File: src/rtl/game_pkg.sv
// ----------------------------------------------------------------------------
// game_pkg
//   Shared definitions for the tile-based character logic.
//   - Screen geometry: visible-area origin, tile pitch, tile-centre offset,
//     grid dimensions.
//   - Direction bit indices used on every 4-bit {left,down,up,right} vector.
//   - Movement FSM state encoding.
//   - tile_to_pixel(): grid (col,row) -> display pixel of that tile's centre.
//     map_index_to_display uses the same helper.
// ----------------------------------------------------------------------------
package game_pkg;

  localparam int unsigned ORIGIN_X   = 336;
  localparam int unsigned ORIGIN_Y   = 27;
  localparam int unsigned CENTER_OFF = 7;
  localparam int unsigned TILE_SIZE  = 16;
  localparam int unsigned GRID_W     = 80;
  localparam int unsigned GRID_H     = 30;

  localparam int unsigned POS_X_W = 11;
  localparam int unsigned POS_Y_W = 10;
  localparam int unsigned COL_W   = 7;
  localparam int unsigned ROW_W   = 5;

  localparam int unsigned DIR_RIGHT = 0;
  localparam int unsigned DIR_UP    = 1;
  localparam int unsigned DIR_DOWN  = 2;
  localparam int unsigned DIR_LEFT  = 3;

  typedef enum logic [1:0] {
    ST_SETTLE = 2'd0,
    ST_IDLE   = 2'd1,
    ST_MOVE   = 2'd2
  } move_state_e;

  typedef struct packed {
    logic [POS_X_W-1:0] x;
    logic [POS_Y_W-1:0] y;
  } pixel_t;

  // Centre pixel of tile (col,row). Unsigned; the largest grid index stays
  // well inside the output widths, so no overflow is possible.
  function automatic pixel_t tile_to_pixel(input logic [COL_W-1:0] col,
                                           input logic [ROW_W-1:0] row);
    pixel_t p;
    p.x = POS_X_W'(ORIGIN_X + CENTER_OFF) + POS_X_W'(col) * POS_X_W'(TILE_SIZE);
    p.y = POS_Y_W'(ORIGIN_Y + CENTER_OFF) + POS_Y_W'(row) * POS_Y_W'(TILE_SIZE);
    return p;
  endfunction

endpackage

File: src/rtl/dir_priority_arbiter.sv
// ----------------------------------------------------------------------------
// dir_priority_arbiter
//   Masks the direction requests with the permitted moves and grants exactly
//   one of them, priority right > up > down > left.
//   Ports:
//     req_i        in  4  {left,down,up,right} requests (may be multi-hot)
//     valid_i      in  4  {left,down,up,right} permitted moves
//     grant_o      out 4  one-hot grant (all zero when nothing is granted)
//     any_grant_o  out 1  at least one request is permitted
// ----------------------------------------------------------------------------
module dir_priority_arbiter
  import game_pkg::*;
(
  input  logic [3:0] req_i,
  input  logic [3:0] valid_i,
  output logic [3:0] grant_o,
  output logic       any_grant_o
);

  logic [3:0] cand;

  assign cand        = req_i & valid_i;
  assign any_grant_o = |cand;

  always_comb begin
    grant_o = '0;
    if (cand[DIR_RIGHT])     grant_o[DIR_RIGHT] = 1'b1;
    else if (cand[DIR_UP])   grant_o[DIR_UP]    = 1'b1;
    else if (cand[DIR_DOWN]) grant_o[DIR_DOWN]  = 1'b1;
    else if (cand[DIR_LEFT]) grant_o[DIR_LEFT]  = 1'b1;
  end

endmodule

File: src/rtl/character_move_controller.sv
// ----------------------------------------------------------------------------
// character_move_controller
//   Owns the character's display position. In IDLE it takes one direction
//   from the held requests that the valid_move_detector allows, updates the
//   grid index to the destination tile at once, then walks the display
//   position one pixel per frame_tick until it lands on the destination
//   centre. After every move (and after reset) it waits two clocks so the
//   detector's registered valid_moves reflects the new position.
//
//   Ports:
//     clk          in  1   system clock
//     rst_n        in  1   asynchronous active-low reset
//     frame_tick   in  1   one pulse per video frame; pixel step enable
//     dir_req      in  4   {left,down,up,right} level requests
//     valid_moves  in  4   {left,down,up,right} from valid_move_detector
//     curr_pos_x   out 11  character display X, pixels
//     curr_pos_y   out 10  character display Y, pixels
//     grid_col     out 7   current/destination column
//     grid_row     out 5   current/destination row
//     moving       out 1   high while a move is in progress
//
//   Build option WRAP_GATEWAY_EN: when defined, moving right off the last
//   column or left off column 0 is allowed (if valid_moves permits) and is
//   carried out as a single jump to the opposite edge on the first tick.
//   When undefined, both side edges are hard walls.
// ----------------------------------------------------------------------------
module character_move_controller
  import game_pkg::*;
#(
  parameter int unsigned START_COL = 1,
  parameter int unsigned START_ROW = 1
) (
  input  logic               clk,
  input  logic               rst_n,
  input  logic               frame_tick,
  input  logic [3:0]         dir_req,
  input  logic [3:0]         valid_moves,
  output logic [POS_X_W-1:0] curr_pos_x,
  output logic [POS_Y_W-1:0] curr_pos_y,
  output logic [COL_W-1:0]   grid_col,
  output logic [ROW_W-1:0]   grid_row,
  output logic               moving
);

`ifdef WRAP_GATEWAY_EN
  localparam bit WRAP_EN = 1'b1;
`else
  localparam bit WRAP_EN = 1'b0;
`endif

  localparam logic [COL_W-1:0] COL_MAX     = COL_W'(GRID_W - 1);
  localparam logic [ROW_W-1:0] ROW_MAX     = ROW_W'(GRID_H - 1);
  localparam logic [4:0]       LAST_STEP   = 5'(TILE_SIZE - 1);
  localparam logic [4:0]       SETTLE_LAST = 5'd1;
  localparam pixel_t           START_PIX   =
    tile_to_pixel(COL_W'(START_COL), ROW_W'(START_ROW));

  move_state_e        state_q, state_d;
  logic [4:0]         cnt_q, cnt_d;      // settle clocks or pixel steps taken
  logic [3:0]         dir_q, dir_d;      // one-hot direction of the current move
  logic               wrap_q, wrap_d;    // current move is an edge-to-edge jump
  logic [COL_W-1:0]   col_q, col_d;
  logic [ROW_W-1:0]   row_q, row_d;
  logic [POS_X_W-1:0] x_q, x_d;
  logic [POS_Y_W-1:0] y_q, y_d;

  logic [3:0]         edge_ok;
  logic [3:0]         grant;
  logic               any_grant;
  pixel_t             dest_pix;

  // Grid-edge blocking applies even when the detector reports a move as
  // valid; the side edges open up only in the wrap build.
  always_comb begin
    edge_ok = 4'b1111;
    if (row_q == '0)                 edge_ok[DIR_UP]    = 1'b0;
    if (row_q == ROW_MAX)            edge_ok[DIR_DOWN]  = 1'b0;
    if (!WRAP_EN && col_q == '0)     edge_ok[DIR_LEFT]  = 1'b0;
    if (!WRAP_EN && col_q == COL_MAX) edge_ok[DIR_RIGHT] = 1'b0;
  end

  dir_priority_arbiter u_arb (
    .req_i       (dir_req),
    .valid_i     (valid_moves & edge_ok),
    .grant_o     (grant),
    .any_grant_o (any_grant)
  );

  // During MOVE col/row already hold the destination tile.
  assign dest_pix = tile_to_pixel(col_q, row_q);

  always_comb begin
    state_d = state_q;
    cnt_d   = cnt_q;
    dir_d   = dir_q;
    wrap_d  = wrap_q;
    col_d   = col_q;
    row_d   = row_q;
    x_d     = x_q;
    y_d     = y_q;

    case (state_q)
      ST_SETTLE: begin
        if (cnt_q == SETTLE_LAST) begin
          state_d = ST_IDLE;
          cnt_d   = '0;
        end else begin
          cnt_d = cnt_q + 5'd1;
        end
      end

      ST_IDLE: begin
        // A tick coinciding with the grant is deliberately not a step.
        if (any_grant) begin
          state_d = ST_MOVE;
          dir_d   = grant;
          cnt_d   = '0;
          wrap_d  = 1'b0;
          if (grant[DIR_RIGHT]) begin
            if (col_q == COL_MAX) begin
              col_d  = '0;
              wrap_d = 1'b1;
            end else begin
              col_d = col_q + COL_W'(1);
            end
          end else if (grant[DIR_UP]) begin
            row_d = row_q - ROW_W'(1);
          end else if (grant[DIR_DOWN]) begin
            row_d = row_q + ROW_W'(1);
          end else begin
            if (col_q == '0) begin
              col_d  = COL_MAX;
              wrap_d = 1'b1;
            end else begin
              col_d = col_q - COL_W'(1);
            end
          end
        end
      end

      ST_MOVE: begin
        if (frame_tick) begin
          if (wrap_q) begin
            x_d     = dest_pix.x;
            y_d     = dest_pix.y;
            state_d = ST_SETTLE;
            cnt_d   = '0;
          end else begin
            if (dir_q[DIR_RIGHT])     x_d = x_q + POS_X_W'(1);
            else if (dir_q[DIR_LEFT]) x_d = x_q - POS_X_W'(1);
            else if (dir_q[DIR_DOWN]) y_d = y_q + POS_Y_W'(1);
            else                      y_d = y_q - POS_Y_W'(1);
            if (cnt_q == LAST_STEP) begin
              state_d = ST_SETTLE;
              cnt_d   = '0;
            end else begin
              cnt_d = cnt_q + 5'd1;
            end
          end
        end
      end

      default: begin
        state_d = ST_SETTLE;
        cnt_d   = '0;
      end
    endcase
  end

  always_ff @(posedge clk or negedge rst_n) begin
    if (!rst_n) begin
      state_q <= ST_SETTLE;
      cnt_q   <= '0;
      dir_q   <= '0;
      wrap_q  <= 1'b0;
      col_q   <= COL_W'(START_COL);
      row_q   <= ROW_W'(START_ROW);
      x_q     <= START_PIX.x;
      y_q     <= START_PIX.y;
    end else begin
      state_q <= state_d;
      cnt_q   <= cnt_d;
      dir_q   <= dir_d;
      wrap_q  <= wrap_d;
      col_q   <= col_d;
      row_q   <= row_d;
      x_q     <= x_d;
      y_q     <= y_d;
    end
  end

  assign curr_pos_x = x_q;
  assign curr_pos_y = y_q;
  assign grid_col   = col_q;
  assign grid_row   = row_q;
  assign moving     = (state_q == ST_MOVE);

endmodule

File: config.mk
export PLATFORM = sky130hd
export DESIGN_NAME = character_move_controller
export DESIGN_NICKNAME = d
export VERILOG_FILES = /design/src/rtl/game_pkg.sv /design/src/rtl/dir_priority_arbiter.sv /design/src/rtl/character_move_controller.sv
export SDC_FILE = /design/constraint.sdc
export NUM_CORES = 1
export LEC_CHECK = 0
export ABC_AREA = 1
export BUFFER_PORTS_ARGS = -buffer_cell sky130_fd_sc_hd__buf_2
export CAP_MARGIN = 20
export CORE_ASPECT_RATIO = 2
export CORE_UTILIZATION = 59
export DETAILED_ROUTE_END_ITERATION = 10
export MAX_ROUTING_LAYER = met4
export PLACE_DENSITY_LB_ADDON = 0.08
export SLEW_MARGIN = 20
export SYNTH_ARGS = -nofsm -noshare
export SYNTH_HDL_FRONTEND = slang
export SYNTH_SLANG_ARGS = --single-unit
File: constraint.sdc
create_clock -name clk -period 2.41 [get_ports clk]
set_clock_uncertainty 0.1 [all_clocks]
set_input_delay 0.723 -clock clk [delete_from_list [all_inputs] [get_ports clk]]
set_output_delay 0.723 -clock clk [all_outputs]
set_load 0.03 [all_outputs]
==> flow_summary.json, run 1 <==
{
  "synth_nets": 532,
  "synth_edf_count": 0,
  "max_stage_delay_ns": 0.59,
  "path_class": "flip-flop to flip-flop",
  "grt_pass1_wl_mm": 14.6,
  "timing.rr.start": "grid_col[0]",
  "portBuffers": 44,
  "status": "finished with violations",
  "h-tree-depth": 2,
  "path_max_fanout": 6,
  "finalNonFillerCells": 612,
  "p_leak_nw": 2.09,
  "antenna_found_initial": 0,
  "violations": "DRC",
  "clkLatencyLatePin_ns": 0.29,
  "setup_violations": 0,
  "path_cells": "ha_4 > nand3_4 > o21bai_4 > nand2_4 > nand2_1 > nand2_1 > inv_2 > ha_1 > inv_1 > nand2_1 > nand4_1 > nand2_1 > nand2_1 > nand3_1 > nand2_1",
  "finalSetupTns_ns": 0,
  "async_flop_share_pct": 100,
  "stdcell_area_mm2": 0.00410,
  "cp.depth": 15,
  "yosysTopAreaCell": "dfrtp_1",
  "synthTopCellsByArea": "dfrtp_1 23%, nand2_1 12%, ha_1 9.0%",
  "cp-start-kind": "flip-flop",
  "synth_area_per_cell_um2": 7.33,
  "numCtsBuffers": 5,
  "crit_top_cell": "nand2_1",
  "drive_gt1_share_pct": 20.9,
  "dieArea_mm2": 0.00646,
  "yosysSeqAreaShare_pct": 30.8,
  "max_cap_viol_count": 0,
  "postCtsHoldBufs": 0,
  "startpoint": "grid_col[0]",
  "netlist_area_mm2": 0.00361,
  "viasPerCell": 5.68,
  "critPathRequiredTime_ns": 2.50,
  "finalNetCount": 587,
  "rsz0062_at_grt": "false",
  "gr-usage-all-layers_pct": 30.0,
  "p_total_mw": 6.75,
  "hpwl_mm": 7.04,
  "dp_cells": 602,
  "grt_pass1_vias": 3368,
  "relSlewSlack_pct": 61.4,
  "ir_worst_vdd_mv": 0.953,
  "dpl_cell_area_mm2": 0.00393,
  "final_antenna_net_count": 0,
  "min_path_cells": 2,
  "cp.arrival_ns": 2.32,
  "cts_root_buf": "clkbuf_16",
  "synth-seq-cells": 44,
  "hold_start": "curr_pos_y[5]",
  "die_w_um": 57.3,
  "final-hold-violation-count": 0,
  "max_freq_mhz": 448,
  "routabilityCongestion": 0.909,
  "reg2reg_slack_ns": 0.18,
  "cts.clk_slew.worst_paths_ns": 0.06,
  "synthCells": 493,
  "wirelength_mm": 8.93,
  "synth_flop_cell": "dfrtp_1",
  "die_h_um": 113,
  "hold_path.class": "flip-flop to flip-flop",
  "endpoint_kind": "flip-flop",
  "fin_crit_ns": 2.23,
  "cp_top_family": "simple AND/OR/NAND/NOR gates",
  "insertedDiodeCount": 0,
  "yosysUniqueCellTypes": 43,
  "cp_num_buf_inv": 2,
  "cp_slowest_cell": "dfstp_2",
  "wl_per_cell_um": 14.6,
  "via_count": 3479,
  "grt-ovfl-total": 0,
  "start_util_pct": 60.7,
  "drc": 4,
  "core_area_mm2": 0.00596,
  "area_growth_pct": 13.5,
  "grt_max_degree": 45,
  "pwr_density_cell_mw_per_mm2": 1650,
  "ioPinCount": 45,
  "cts_tree": "yes",
  "r2r_end": "grid_row[4]",
  "core.rowCount": 40,
  "clock_path_buffers": 2,
  "r2r_cells": 15,
  "worst_pin_slew_ns": 0.579,
  "whs_endpoint": "curr_pos_y[5]",
  "drv_slew": 0,
  "cts_sinks": 44,
  "drt_first_pass_iters": 7,
  "first_iter_violations": 155,
  "yosys_warnings": 0,
  "finalCritPeriodShare_pct": 92.7,
  "netlist.area_leader.share_pct": 22.8
}
==> where the power goes <==
group | internal [mW] | switching, mW
Combinational | 1.65 | 2.93
Sequential | 1.13 | 0.379
Clock | 0.386 | 0.273
Total | 3.17 | 3.58
==> layout make-up <==
class | instances | area [µm²]
well taps | 63 | 78.8
fillers | 536 | 1850
clock buffers | 8 | 136
flip-flops and latches | 44 | 1110
multi-input cells | 378 | 2210
repair buffers | 60 | 340
inverters | 59 | 224
==> layout by cell type (no fill, tap or decap), types with 3 or more instances in the layout <==
cell type and instances:
nand3_1 46, o21ai_1 13, nand2_2 8, inv_2 6
xor2_1 15, o21ai_0 21, or2_2 5, nor2_4 5
nand4_1 7, nor3_1 7, a21oi_1 36, buf_4 16
clkbuf_1 3, nand2_1 112, dfstp_2 11, inv_1 49
xnor2_1 5, dfrtp_1 33, clkinv_1 3, nor2_1 36
nor2_2 4, ha_1 24, buf_2 44, o21bai_1 3
a31oi_1 6, clkbuf_16 5, o211ai_1 3
==> routing by layer <==
layer	up-vias	routed length, µm	track usage (%)
li1	1747	-	-
met1	1633	3220	27.4
met2	74	5160	57.7
met3	25	263	4.00
met4	0	293	14.6
met5	-	0	-
==> per-stage QoR <==
step	hold slack [ns]	util, %	setup slack (ns)
global placement	0.367	65.9	0.142
floorplan	0.327	-	0.0680
CTS	0.384	68.2	0.0445
detailed placement	0.372	65.9	0.0556
global route	0.418	68.9	0.00838
finish	0.379	68.9	0.177
==> cells in the mapped netlist, types with 6 or more instances <==
master and count:
nor2_1 36, o21ai_1 12, nand2_1 112, inv_1 49, nand3_1 46, o21ai_0 22, nor3_1 7, ha_1 26
nand4_1 7, xor2_1 15, nand2_2 8, inv_2 6, dfrtp_1 33, a31oi_1 6, dfstp_2 11, a21oi_1 36
==> registers in the layout (all words and copies together), names as in the netlist <==
register and count:
state_q 2, dir_q 3, wrap_q 1, cnt_q 5, curr_pos_x 11, curr_pos_y 10, grid_col 7, grid_row 5
==> tightest hold or removal path: stages, from the launching register on <==
cell     delay (ns)
dfstp_2        0.37
nand2_1        0.06
nand2_1        0.05
==> cells by family (layout without fill, tap and decap cells) <==
logic type               count (synthesis)  count (layout)  synth area share (%)
flip-flops                              44              44                  30.8
XOR/XNOR                                20              20                  4.85
adder cells (fa/ha/maj)                 28              28                  10.1
buffers and inverters                   71             127                  8.76
AND/OR/NAND/NOR                        237             237                  30.5
AO/OA/AOI/OAI                           93              93                  15.0
==> how the worst max path moves through the flow <==
stage,to
floorplan,grid_row[4]
global placement,grid_row[4]
detailed placement,grid_row[4]
CTS,grid_row[4]
global route,grid_row[4]
finish,grid_row[4]
==> repair_timing <==
item	CTS	global route
setup buffers	0	2
endpoints found under the hold margin	0	0
setup endpoints to repair	0	2
resized for setup	0	4
(Power assumes the default switching activity.)
==> inputs of run 2 (changes only) <==
--- a/config.mk
+++ b/config.mk
@@ -13,6 +13,7 @@
 export DETAILED_ROUTE_END_ITERATION = 10
 export MAX_ROUTING_LAYER = met4
 export PLACE_DENSITY_LB_ADDON = 0.08
+export RECOVER_POWER = 25
 export SLEW_MARGIN = 20
 export SYNTH_ARGS = -nofsm -noshare
 export SYNTH_HDL_FRONTEND = slang
==> run 2 against run 1 <==
  * The flow still finishes with violations (DRC)
  * First-iteration DRC count unchanged
  * Maximum frequency unchanged
  * Via count unchanged
  * Final area about the same
  * Combinational power is essentially flat
  * Routed wire length about the same
  * Worst setup slack unchanged
  * Die area unchanged
  * Clock power about the same
  * Critical endpoint unchanged
==> flow_summary.json, run 2 (synthesis results as in run 1) <==
{
  "status": "finished with violations",
  "violations": "DRC",
  "m1WireLength_mm": 3.22,
  "postCtsHoldBufs": 0,
  "area_growth_pct": 13.4,
  "r2r_end": "grid_row[4]",
  "p_total_mw": 6.75,
  "fin_crit_ns": 2.23,
  "hpwl_mm": 7.04,
  "cp-start-kind": "flip-flop",
  "cts.clk_slew.worst_paths_ns": 0.06,
  "fill_cells": 537,
  "grt-ovfl-total": 0,
  "ir_worst_vdd_mv": 0.953,
  "antenna_found_initial": 0,
  "endpoint_kind": "flip-flop",
  "timing.rr.start": "grid_col[0]",
  "grt_pass1_wl_mm": 14.6,
  "setup_violations": 0,
  "ioPinCount": 45,
  "reg2reg_slack_ns": 0.18,
  "core_area_mm2": 0.00596,
  "critPathRequiredTime_ns": 2.50,
  "final_cell_mix": "112 x nand2_1, 49 x inv_1, 46 x nand3_1",
  "grt_pass1_vias": 3368,
  "register_area_mm2": 0.00111,
  "wl_per_cell_um": 14.6,
  "core.rowCount": 40,
  "die_w_um": 57.3,
  "finalCritPeriodShare_pct": 92.7,
  "multi_input_area_mm2": 0.00221,
  "met2RoutedLength_mm": 5.16,
  "start_util_pct": 60.7,
  "worst_pin_slew_ns": 1.12,
  "dieArea_mm2": 0.00646,
  "insertedDiodeCount": 0,
  "grt_max_degree": 45,
  "path_max_fanout": 6,
  "cp.arrival_ns": 2.32,
  "hold-worst-slack_ns": 0.379,
  "relSlewSlack_pct": 25.5,
  "dpl_worst_slack_ns": 0.0556,
  "portBuffers": 44,
  "clock_path_buffers": 2,
  "drive_gt1_share_pct": 20.9,
  "viasPerCell": 5.68,
  "drv_slew": 0,
  "path_class": "flip-flop to flip-flop",
  "finalNetCount": 587,
  "drc": 4,
  "cts_root_buf": "clkbuf_16",
  "cts_sinks": 44,
  "h-tree-depth": 2,
  "startpoint": "grid_col[0]",
  "p_leak_nw": 2.09,
  "layout_commonest_cell": "nand2_1",
  "cts_tree": "yes",
  "max_freq_mhz": 448,
  "drt_first_pass_iters": 7,
  "rsz0062_at_grt": "false",
  "wl_met3_um": 263,
  "numCtsBuffers": 5,
  "via_count": 3479,
  "first_iter_violations": 155,
  "wirelength_mm": 8.93,
  "gr-usage-all-layers_pct": 30.0,
  "routabilityCongestion": 0.909,
  "final-hold-violation-count": 0,
  "cp-endpoint": "grid_row[4]",
  "setup_ws_ns": 0.177,
  "die_h_um": 113,
  "pwr_density_cell_mw_per_mm2": 1650,
  "max_cap_viol_count": 0,
  "clkLatencyLatePin_ns": 0.29,
  "r2r_cells": 15,
  "final_antenna_net_count": 0,
  "finalSetupTns_ns": 0,
  "hold_path.class": "flip-flop to flip-flop",
  "highest_layer": "met4",
  "largest_reg_flops": 11
}
-- run 2: stage by stage --
stage | util [%] | cell area (µm²) | cells
floorplan | - | 3610 | 493
global placement | 65.9 | 3930 | 602
detailed placement | 65.9 | 3930 | 602
CTS | 68.2 | 4060 | 610
global route | 68.8 | 4100 | 612
finish | 68.8 | 4100 | 612
-- run 2: layer usage --
metal | vias to the layer above | GRT usage, %
li1 | 1747 | -
met1 | 1633 | 27.4
met2 | 74 | 57.7
met3 | 25 | 4.00
met4 | 0 | 14.6
met5 | - | -
-- run 2: power breakdown --
group | switching [mW] | internal (mW) | total [mW]
combinational | 2.93 | 1.65 | 4.58
clock | 0.273 | 0.386 | 0.659
sequential | 0.379 | 1.13 | 1.51
-- run 2: critical path, cell delays in order, from the launching register on --
cell and delay [ns]:
dfstp_2 0.59, ha_4 0.17, nand3_4 0.10, o21bai_4 0.25
nand2_4 0.11, nand2_1 0.09, nand2_1 0.06, inv_2 0.05
ha_1 0.13, inv_1 0.03, nand2_1 0.09, nand4_1 0.11
nand2_1 0.08, nand2_1 0.05, nand3_1 0.06, nand2_1 0.05
-- run 2: worst min path at each step --
| stage | endpoint | slack [ns] | startpoint | depth (start not counted) |
|---|---|---|---|---|
| CTS | curr_pos_y[5] | 0.38 | curr_pos_y[5] | 2 |
| global route | curr_pos_y[5] | 0.42 | curr_pos_y[5] | 2 |
| finish | curr_pos_y[5] | 0.38 | curr_pos_y[5] | 2 |
| global placement | curr_pos_y[5] | 0.37 | curr_pos_y[5] | 2 |
| detailed placement | curr_pos_y[5] | 0.37 | curr_pos_y[5] | 2 |
| floorplan | cnt_q[0] | 0.33 | rst_n | 0 |
-- run 2: what timing repair did --
item | CTS | global route
buffers inserted | 0 | 2
setup endpoints to repair | 0 | 2
gates resized for setup | 0 | 4
-- run 2: final cells by class --
cell class	instances	area share [%]
Multi-Input combinational cell	378	53.9
Inverter	59	5.46
Tap cell	63	1.92
Clock buffer	8	3.33
Timing Repair Buffer	60	8.24
Sequential cell	44	27.2
